### config.mk
export PLATFORM = sky130hd
export DESIGN_NAME = tcdm_sram_bridge
export DESIGN_NICKNAME = d
export VERILOG_FILES = /design/src/rtl/tcdm_sram_bridge.sv
export SDC_FILE = /design/constraint.sdc
export NUM_CORES = 1
export LEC_CHECK = 0
export BUFFER_PORTS_ARGS = -buffer_cell sky130_fd_sc_hd__buf_2
export CAP_MARGIN = 15
export CORE_MARGIN = 8
export CORE_UTILIZATION = 25
export DETAILED_ROUTE_END_ITERATION = 8
export MAX_ROUTING_LAYER = met4
export PLACE_DENSITY = 0.62
export SYNTH_ARGS = -nofsm -noshare
export SYNTH_HDL_FRONTEND = slang
export SYNTH_SLANG_ARGS = --single-unit
### constraint.sdc
create_clock -name clk_i -period 2.8 [get_ports clk_i]
set_input_delay 0.56 -clock clk_i [delete_from_list [all_inputs] [get_ports clk_i]]
set_output_delay 0.56 -clock clk_i [all_outputs]
set_load 0.03 [all_outputs]
### src/rtl/tcdm_sram_bridge.sv
// tcdm_sram_bridge: TCDM-to-single-port-SRAM bank controller with zero-fill init and fixed-latency responses.
// Optional traffic counters are enabled by defining TCDM_SRAM_BRIDGE_STATS_EN.
module tcdm_sram_bridge #(
  parameter logic [31:0] BASE_ADDR  = 32'h1C00_0000,
  parameter int          BANK_WORDS = 32768,
  parameter int          SRAM_LAT   = 1,
  parameter int          ADDR_W     = $clog2(BANK_WORDS)
) (
  input  logic              clk_i,
  input  logic              rst_i,
  input  logic              init_req_i,
  output logic              init_done_o,
  input  logic              tcdm_req_i,
  input  logic [31:0]       tcdm_add_i,
  input  logic              tcdm_wen_i,
  input  logic [31:0]       tcdm_wdata_i,
  input  logic [3:0]        tcdm_be_i,
  output logic              tcdm_gnt_o,
  output logic              tcdm_r_valid_o,
  output logic [31:0]       tcdm_r_rdata_o,
  output logic              tcdm_r_opc_o,
  output logic              sram_csn_o,
  output logic              sram_wen_o,
  output logic [ADDR_W-1:0] sram_addr_o,
  output logic [31:0]       sram_wdata_o,
  output logic [3:0]        sram_be_o,
  input  logic [31:0]       sram_rdata_i
`ifdef TCDM_SRAM_BRIDGE_STATS_EN
  ,
  output logic [15:0]       rd_cnt_o,
  output logic [15:0]       wr_cnt_o,
  output logic [15:0]       err_cnt_o
`endif
);
  typedef enum logic [1:0] {INIT, RUN, DRAIN} state_t;
  state_t state, state_nxt;
  logic [ADDR_W-1:0] fill_cnt;
  logic [31:0] off;
  logic in_range, accept, hit, busy, fill_last, init_st, v_out;
  logic [SRAM_LAT-1:0] pv, pr, pe;
  assign off       = tcdm_add_i - BASE_ADDR;
  assign in_range  = (tcdm_add_i >= BASE_ADDR) && (off < 32'(4 * BANK_WORDS));
  assign init_st   = state == INIT;
  assign accept    = (state == RUN) && tcdm_req_i;
  assign hit       = accept && in_range;
  assign busy      = (|pv) || accept;
  assign fill_last = fill_cnt == ADDR_W'(BANK_WORDS - 1);
  assign tcdm_gnt_o = accept;
  always_comb begin
    state_nxt = state;
    unique case (state)
      INIT:    state_nxt = fill_last ? RUN : INIT;
      RUN:     state_nxt = !init_req_i ? RUN : (busy ? DRAIN : INIT);
      DRAIN:   state_nxt = (|pv) ? DRAIN : INIT;
      default: state_nxt = INIT;
    endcase
  end
  // Fill writes own the SRAM in INIT; otherwise the port follows the TCDM request directly.
  always_comb begin
    sram_csn_o   = !(init_st || hit);
    sram_wen_o   = init_st ? 1'b0 : (!hit || tcdm_wen_i);
    sram_addr_o  = init_st ? fill_cnt : off[ADDR_W+1:2];
    sram_wdata_o = init_st ? 32'h0 : tcdm_wdata_i;
    sram_be_o    = init_st ? 4'hF : tcdm_be_i;
  end
  always_ff @(posedge clk_i) begin
    if (rst_i) begin
      state       <= INIT;
      fill_cnt    <= '0;
      init_done_o <= 1'b0;
    end else begin
      state       <= state_nxt;
      fill_cnt    <= init_st ? fill_cnt + 1'b1 : '0;
      init_done_o <= state_nxt == RUN;
    end
  end
  always_ff @(posedge clk_i) begin
    if (rst_i) begin
      pv <= '0;
      pr <= '0;
      pe <= '0;
    end else begin
      pv[0] <= accept;
      pr[0] <= tcdm_wen_i;
      pe[0] <= !in_range;
      for (int i = 1; i < SRAM_LAT; i++) begin
        pv[i] <= pv[i-1];
        pr[i] <= pr[i-1];
        pe[i] <= pe[i-1];
      end
    end
  end
  assign v_out          = pv[SRAM_LAT-1];
  assign tcdm_r_valid_o = v_out;
  assign tcdm_r_opc_o   = v_out && pe[SRAM_LAT-1];
  assign tcdm_r_rdata_o = !v_out ? 32'h0 :
                          pe[SRAM_LAT-1] ? 32'hBADACCE5 :
                          pr[SRAM_LAT-1] ? sram_rdata_i : 32'h0;
`ifdef TCDM_SRAM_BRIDGE_STATS_EN
  logic clr;
  assign clr = !init_st && (state_nxt == INIT);
  always_ff @(posedge clk_i) begin
    if (rst_i || clr) begin
      rd_cnt_o  <= '0;
      wr_cnt_o  <= '0;
      err_cnt_o <= '0;
    end else begin
      rd_cnt_o  <= (hit && tcdm_wen_i && rd_cnt_o != 16'hFFFF) ? rd_cnt_o + 1'b1 : rd_cnt_o;
      wr_cnt_o  <= (hit && !tcdm_wen_i && wr_cnt_o != 16'hFFFF) ? wr_cnt_o + 1'b1 : wr_cnt_o;
      err_cnt_o <= (accept && !in_range && err_cnt_o != 16'hFFFF) ? err_cnt_o + 1'b1 : err_cnt_o;
    end
  end
`endif
endmodule

==> results of run 1 <==
-- cell type report --
class / instances / area [µm²] / area share [%]
clock buffers: 3 / 41.3 / 1.54
clock inverters: 1 / 7.51 / 0.280
inverters: 3 / 11.3 / 0.420
multi-input cells: 160 / 1110 / 41.5
flip-flops and latches: 21 / 420 / 15.7
well taps: 77 / 96.3 / 3.60
repair buffers: 194 / 991 / 37.0
-- routing by layer --
metal | vias to the layer above | GRT usage (%) | part of all wire (%)
met4 | 0 | 3.07 | 0.59
met5 | - | - | 0
met1 | 842 | 13.6 | 40
li1 | 1034 | - | -
met2 | 111 | 19.7 | 46
met3 | 4 | 4.68 | 13
-- worst max-delay path, delay by kind of cell, from the launching register on --
kind          cells  cell delay, ns
simple gates      3            0.84
buf+inv           1            0.20
flops             1            0.39
-- logic make-up after synthesis --
family / after synthesis / synth area share [%]
and+or+nand+nor: 104 / 39.2
AOI/OAI and AO/OA: 29 / 12.8
DFF: 21 / 26.4
adders and majority gates: 1 / 0.787
xor gates and xnor gates: 10 / 5.51
buffers and inverters: 15 / 4.01
muxes: 16 / 11.3
-- power groups by stage --
stage	clock [mW]	sequential, mW	combinational (mW)
floorplan	0	0.314	0.0293
global placement	0	0.315	0.0989
detailed placement	0	0.315	0.101
CTS	0.216	0.308	0.102
global route	0.228	0.308	0.111
finish	0.210	0.308	0.100
-- flip-flops by register name, indices dropped and copies added, names as in the netlist --
signal          flops
pe                  1
state               2
tcdm_r_valid_o      1
init_done_o         1
fill_cnt           15
pr                  1
-- cells in the mapped netlist (2+ instances only) --
library cell  count  area [µm²]
buf_2             3        15.0
nor4_1            2        12.5
dfxtp_1          21         420
nor2_1           16        60.1
xnor2_1           4        35.0
mux2_2           15         169
nand4_1           2        12.5
xor2_1            6        52.6
nor4_2            2        25.0
clkbuf_1          7        26.3
and2_1           16         100
inv_1             3        11.3
a21oi_1           5        25.0
or2_2             4        25.0
or3_1             3        18.8
nand2_1           5        18.8
nand3_1           7        35.0
nor3_1            2        10.0
nor2b_1          34         213
a21o_1           19         143
and3_1            2        12.5
o21ai_0           2        10.0
-- through the flow --
stage	setup WS, ns	hold WS (ns)	total power, mW	std cells
2_1_floorplan	0.747	0.422	0.343	196
3_3_place_gp	0.700	0.442	0.414	455
3_5_place_dp	0.728	0.445	0.416	455
4_1_cts	0.512	0.476	0.625	459
5_1_grt	0.372	0.497	0.648	459
6_report	0.559	0.477	0.618	459
-- how the worst min path moves through the flow --
stage                      from          end  slack (ns)  cells after the start
floorplan           fill_cnt[0]  fill_cnt[0]        0.42                      1
global placement    fill_cnt[0]  fill_cnt[0]        0.44                      1
detailed placement  fill_cnt[0]  fill_cnt[0]        0.45                      1
CTS                 fill_cnt[0]  fill_cnt[0]        0.48                      1
global route        fill_cnt[0]  fill_cnt[0]        0.50                      1
finish              fill_cnt[0]  fill_cnt[0]        0.48                      1
==> results.tsv, run 1 <==
stage	metric	value	unit
place	port_buffers	191	
sta	finalMaxSlewViolations	0	
synthesis	synth_edf_count	0	
sta	setup_violations	0	
setup_path	timing.critical_path.cells	and2_1 > nor2b_1 > and2_1 > buf_2	
setup_path	worstSetupEndpointType	primary output	
die	fp.dieArea	9170	µm²
clock_network	clkTransAtPathRegs	0.09	ns
setup_path	cpMaxStageDelayCell	nor2b_1	
pwr	p_int	470	µW
setup_path	ff2ff_setup_slack	1.25	ns
synthesis	yosysSeqAreaShare	26.4	%
sta	final_hold_viol_count	0	
synthesis	synth-seq-cells	21	
setup_path	worstPathMaxFanout	13	
setup_path	slowest_delay	0.47	ns
die	num_rows	29	
pwr	p_comb_share	16.3	%
setup_path	rr_startpoint	fill_cnt[0]	
finish	drive_above_1_share	58.9	%
detailed_routing	drtIter0Drc	57	
detailed_routing	num_vias	1991	
setup_path	cp-start-kind	flip-flop	
clock_network	tritoncts	done	
finish	finalInstanceArea	2680	µm²
clock_network	worstSkewPairLatency	0.27	ns
finish	syn_to_final_growth	68.5	%
synthesis	synth_fp_nets	302	
pwr	powerDensity	231	nW/µm²
synthesis	yosys_warnings	0	
setup_path	worstPathRequired	2.24	ns
die	pin_count	194	
pwr	ir_drop	0.145	mV
flow_run	max-cap-violations	0	
die	die_h	95.8	µm
synthesis	synth_area	1590	µm²
finish	fill_cells	636	
sta	worst_pin_slew	0.648	ns
finish	final_nets	489	
finish	final_core_util	42.9	%
synthesis	ys_types	38	
finish	final_common_cell	buf_2	
place	gp_congestion	0.737	
setup_path	timing.rr.end	fill_cnt[14]	
setup_path	crit_top_cell	and2_1	
clock_network	cts.repair.resized	0	
clock_network	numCtsBuffers	3	
finish	antenna-diode-count	0	
detailed_routing	drc	0	
clock_network	htreeDepth	1	
pwr	p_sw_share	24.0	%
pwr	clkPwrFrac	34.0	%
grt	overflow	0	
setup_path	crit_start	tcdm_r_valid_o	
detailed_routing	wl_per_cell	13.9	µm
synthesis	synth_area_per_cell	8.11	µm²
detailed_routing	first_pass_iters	4	
grt	grt_pass1_wl	8730	µm
clock_network	clockBufferDepth	2	
clock_network	cts.sinks	21	
clock_network	post_cts_buffers	0	
synthesis	synth_top_flop_cell	dfxtp_1	
clock_network	postCtsHoldBufs	0	
setup_path	r2r_cells	4	
detailed_routing	ant_nets	0	
sta	clock_skew	0.0114	ns
sta	fin_crit	2.24	ns
detailed_routing	viasPerCell	4.34	
pwr	p_sw	148	µW
min_path	min_path_type	flip-flop to flip-flop	
grt	grt.total_usage	12.1	%
grt	antenna_found_initial	0	
sta	setup-tns-final	0	ns
pwr	seqPwrFrac	49.8	%
finish	final_cell_mix	191 x buf_2, 34 x nor2b_1, 21 x dfxtp_1, 19 x a21o_1	
run_status	status	completed	
die	die_w	95.8	µm
pwr	leakagePower	1.65	nW
sta	rsz0062_at_grt	false	
sta	fin_crit_sh	80.0	%
clock_network	clock-root-buffer	clkbuf_8	
setup_path	crit_end	tcdm_r_rdata_o[18]	
grt	grt_max_degree	36	
place	hpwl	5460	µm
synthesis	async_flop_share	0	%
grt	grt_pass1_vias	1864	
place	place_area	2630	µm²
setup_path	arrival	1.68	ns
die	initial_core_util	25.5	%
sta	max_freq	446	MHz
synthesis	syn_inst	196	
die	core	6240	µm²
setup_path	path_class	flip-flop to primary output	
detailed_routing	finalWirelength	6400	µm
sta	relSlewSlack	56.8	%
(Power assumes the default switching activity.)
==> inputs of run 2 (changes only) <==
PLACE_DENSITY = 0.65   (was 0.62)
clock period = 1.8 ns   (was 2.8 ns; I/O delays follow)
==> run 2 against run 1 <==
Compared with the run above: sequential share of layout area shrank 1.5 points; core utilization rose by 5.9 points; total power up 56%; combinational power rose by 72%; sequential power increased by 55%; largest power group unchanged; the run now ends with negative setup slack left; final area grew 14%; die area unchanged; sequential cell count unchanged; register-to-register slack worse by 1.0 ns; wire length grew 11%; critical path depth grew 1; highest routed layer unchanged; global-route usage rose by 2.0 points.
==> results.tsv, run 2 (synthesized netlist as in run 1, its figures left out) <==
stage	metric	value	unit	change
place	placed_cells	459		+0.88%
setup_path	arrival	1.48	ns	-0.20 ns
flow_run	max-cap-violations	0		unchanged
sta	clock_skew	0.00437	ns	-0.00704 ns
setup_path	path_class	flip-flop to primary output		
detailed_routing	drtIter0Drc	38		-33%
die	num_rows	29		unchanged
finish	final_cell_mix	162 x buf_2, 33 x nor2b_1, 22 x buf_6, 19 x buf_4, 18 x dfxtp_1		
grt	grt_pass1_wl	10100	µm	+15%
sta	setup-tns-final	-0.388	ns	-0.388 ns
die	core	6240	µm²	unchanged
sta	rsz0062_at_grt	true		
run_status	violations	negative setup slack		
finish	reg.largest.list	fill_cnt x15, state x2		
place	hpwl	5660	µm	+3.5%
finish	final_core_util	48.8	%	+5.9 points
sta	finalMaxSlewViolations	0		unchanged
finish	fill_cells	615		-3.3%
setup_path	crit_buf_inv	3		+2
setup_path	worstPathMaxFanout	7		-6
clock_network	numCtsBuffers	3		unchanged
setup_path	cpMaxStageDelayCell	dfxtp_4		
die	pin_count	194		unchanged
place	gp_congestion	0.745		+1.0%
grt	grt.total_usage	14.1	%	+2.0 points
detailed_routing	num_vias	2110		+6.0%
setup_path	slowest_delay	0.35	ns	-0.12 ns
clock_network	clock-root-buffer	clkbuf_8		
pwr	power	962	µW	+56%
finish	antenna-diode-count	0		unchanged
clock_network	cts.sinks	21		unchanged
sta	fin_crit_sh	102	%	
clock_network	worstSkewPairLatency	0.26	ns	about the same
finish	syn_to_final_growth	91.5	%	
sta	max_freq	544	MHz	
sta	worst_pin_slew	0.514	ns	-0.135 ns
detailed_routing	first_pass_iters	4		unchanged
finish	finalNonFillerCells	473		+3.1%
clock_network	postCtsHoldBufs	0		unchanged
sta	layout_setup_ws	-0.0374	ns	-0.596 ns
finish	largest_reg_flops	15		unchanged
finish	drive_above_1_share	63.4	%	+4.5 points
finish	final_common_cell	buf_2		
die	fp.dieArea	9170	µm²	unchanged
grt	antenna_found_initial	0		unchanged
detailed_routing	wl_per_cell	15.1	µm	+8.0%
clock_network	htreeDepth	1		unchanged
detailed_routing	finalWirelength	7130	µm	+11%
die	initial_core_util	25.5	%	unchanged
finish	regMostFlops	fill_cnt		
setup_path	timing.critical_path.cells	nor2_4 > buf_6 > buf_12 > mux2_4 > buf_6		
place	port_buffers	191		unchanged
detailed_routing	ant_nets	0		unchanged
detailed_routing	drc	0		unchanged
sta	relSlewSlack	65.5	%	+8.7 points
sta	final_hold_viol_count	0		unchanged
sta	holdWs	0.329	ns	-0.148 ns
clock_network	tritoncts	done		
setup_path	worstPathRequired	1.44	ns	-0.80 ns
detailed_routing	viasPerCell	4.46		+2.8%
finish	final_nets	503		+2.9%
grt	grt_max_degree	21		-42%
sta	setup_violations	13		+13
min_path	min_path_type	input pin to flip-flop		
pwr	ir_drop	0.291	mV	+100%
pwr	leakagePower	1.78	nW	+7.7%
die	die_h	95.8	µm	unchanged
grt	grt_pass1_vias	2139		+15%
setup_path	crit_family	buffers and inverters		
grt	overflow	0		unchanged
sta	fin_crit	1.84	ns	
run_status	status	finished with violations		
setup_path	cp-start-kind	flip-flop		
die	die_w	95.8	µm	unchanged
clock_network	clockBufferDepth	2		unchanged
clock_network	clkTransAtPathRegs	0.07	ns	-0.02 ns
setup_path	worstSetupEndpointType	primary output		
pwr	powerDensity	316	nW/µm²	+37%
setup_path	crit_top_cell	buf_6		
run 2: cell count changes in the layout (fill, tap and decap cells not counted), moves of 2 or more:
cell / delta
dfxtp_1: -3
dfxtp_4: +3
clkbuf_4: +2
mux2_2: -14
buf_4: +17
buf_2: -29
a21o_2: +9
mux2_4: +14
a21o_1: -9
buf_6: +22
run 2: power by group:
group	leakage [nW]	internal, mW	switching (mW)
Combinational	1.58	0.113	0.0599
Sequential	0.173	0.468	0.00818
Clock	0.0228	0.158	0.156
Total	1.78	0.738	0.224
run 2: layout make-up:
cell class	instances	area, µm²	share of cell area [%]
clock buffer	4	45.0	1.48
inverter	3	11.3	0.370
multi-input combinational	160	1180	38.8
sequential	21	432	14.2
tap	77	96.3	3.16
timing repair buffer	208	1280	42.0
run 2: timing repair:
item | CTS | global route
buffers inserted | 8 | 1
gates resized for setup | 59 | 30
setup endpoints to repair | 34 | 75
gates cloned | 2 | 1
pin swaps | 1 | 1
run 2: routing by layer:
metal | vias to the layer above | part of all wire, % | track usage [%] | wire, µm
met3 | 8 | 11 | 3.28 | 757
met5 | - | 0 | - | 0
li1 | 1061 | - | - | -
met1 | 921 | 41 | 17.0 | 2890
met2 | 120 | 47 | 23.1 | 3370
met4 | 0 | 1.5 | 3.46 | 106
run 2: worst paths after layout:
path,start,to,slack [ns],cells past startpoint
min reg2reg,fill_cnt[0],fill_cnt[0],0.47,1
min,rst_i,state[1],0.33,2
max,state[0],sram_addr_o[4],-0.04,5
max reg2reg,fill_cnt[0],fill_cnt[14],0.25,4
run 2: through the flow:
| step | cell area (µm²) | setup slack [ns] |
|---|---|---|
| after global routing | 3050 | -0.0881 |
| after global placement | 2670 | 0.102 |
| after CTS | 3020 | -0.0551 |
| final | 3050 | -0.0374 |
| after floorplan | 1600 | -0.0176 |
| after detailed placement | 2670 | 0.110 |
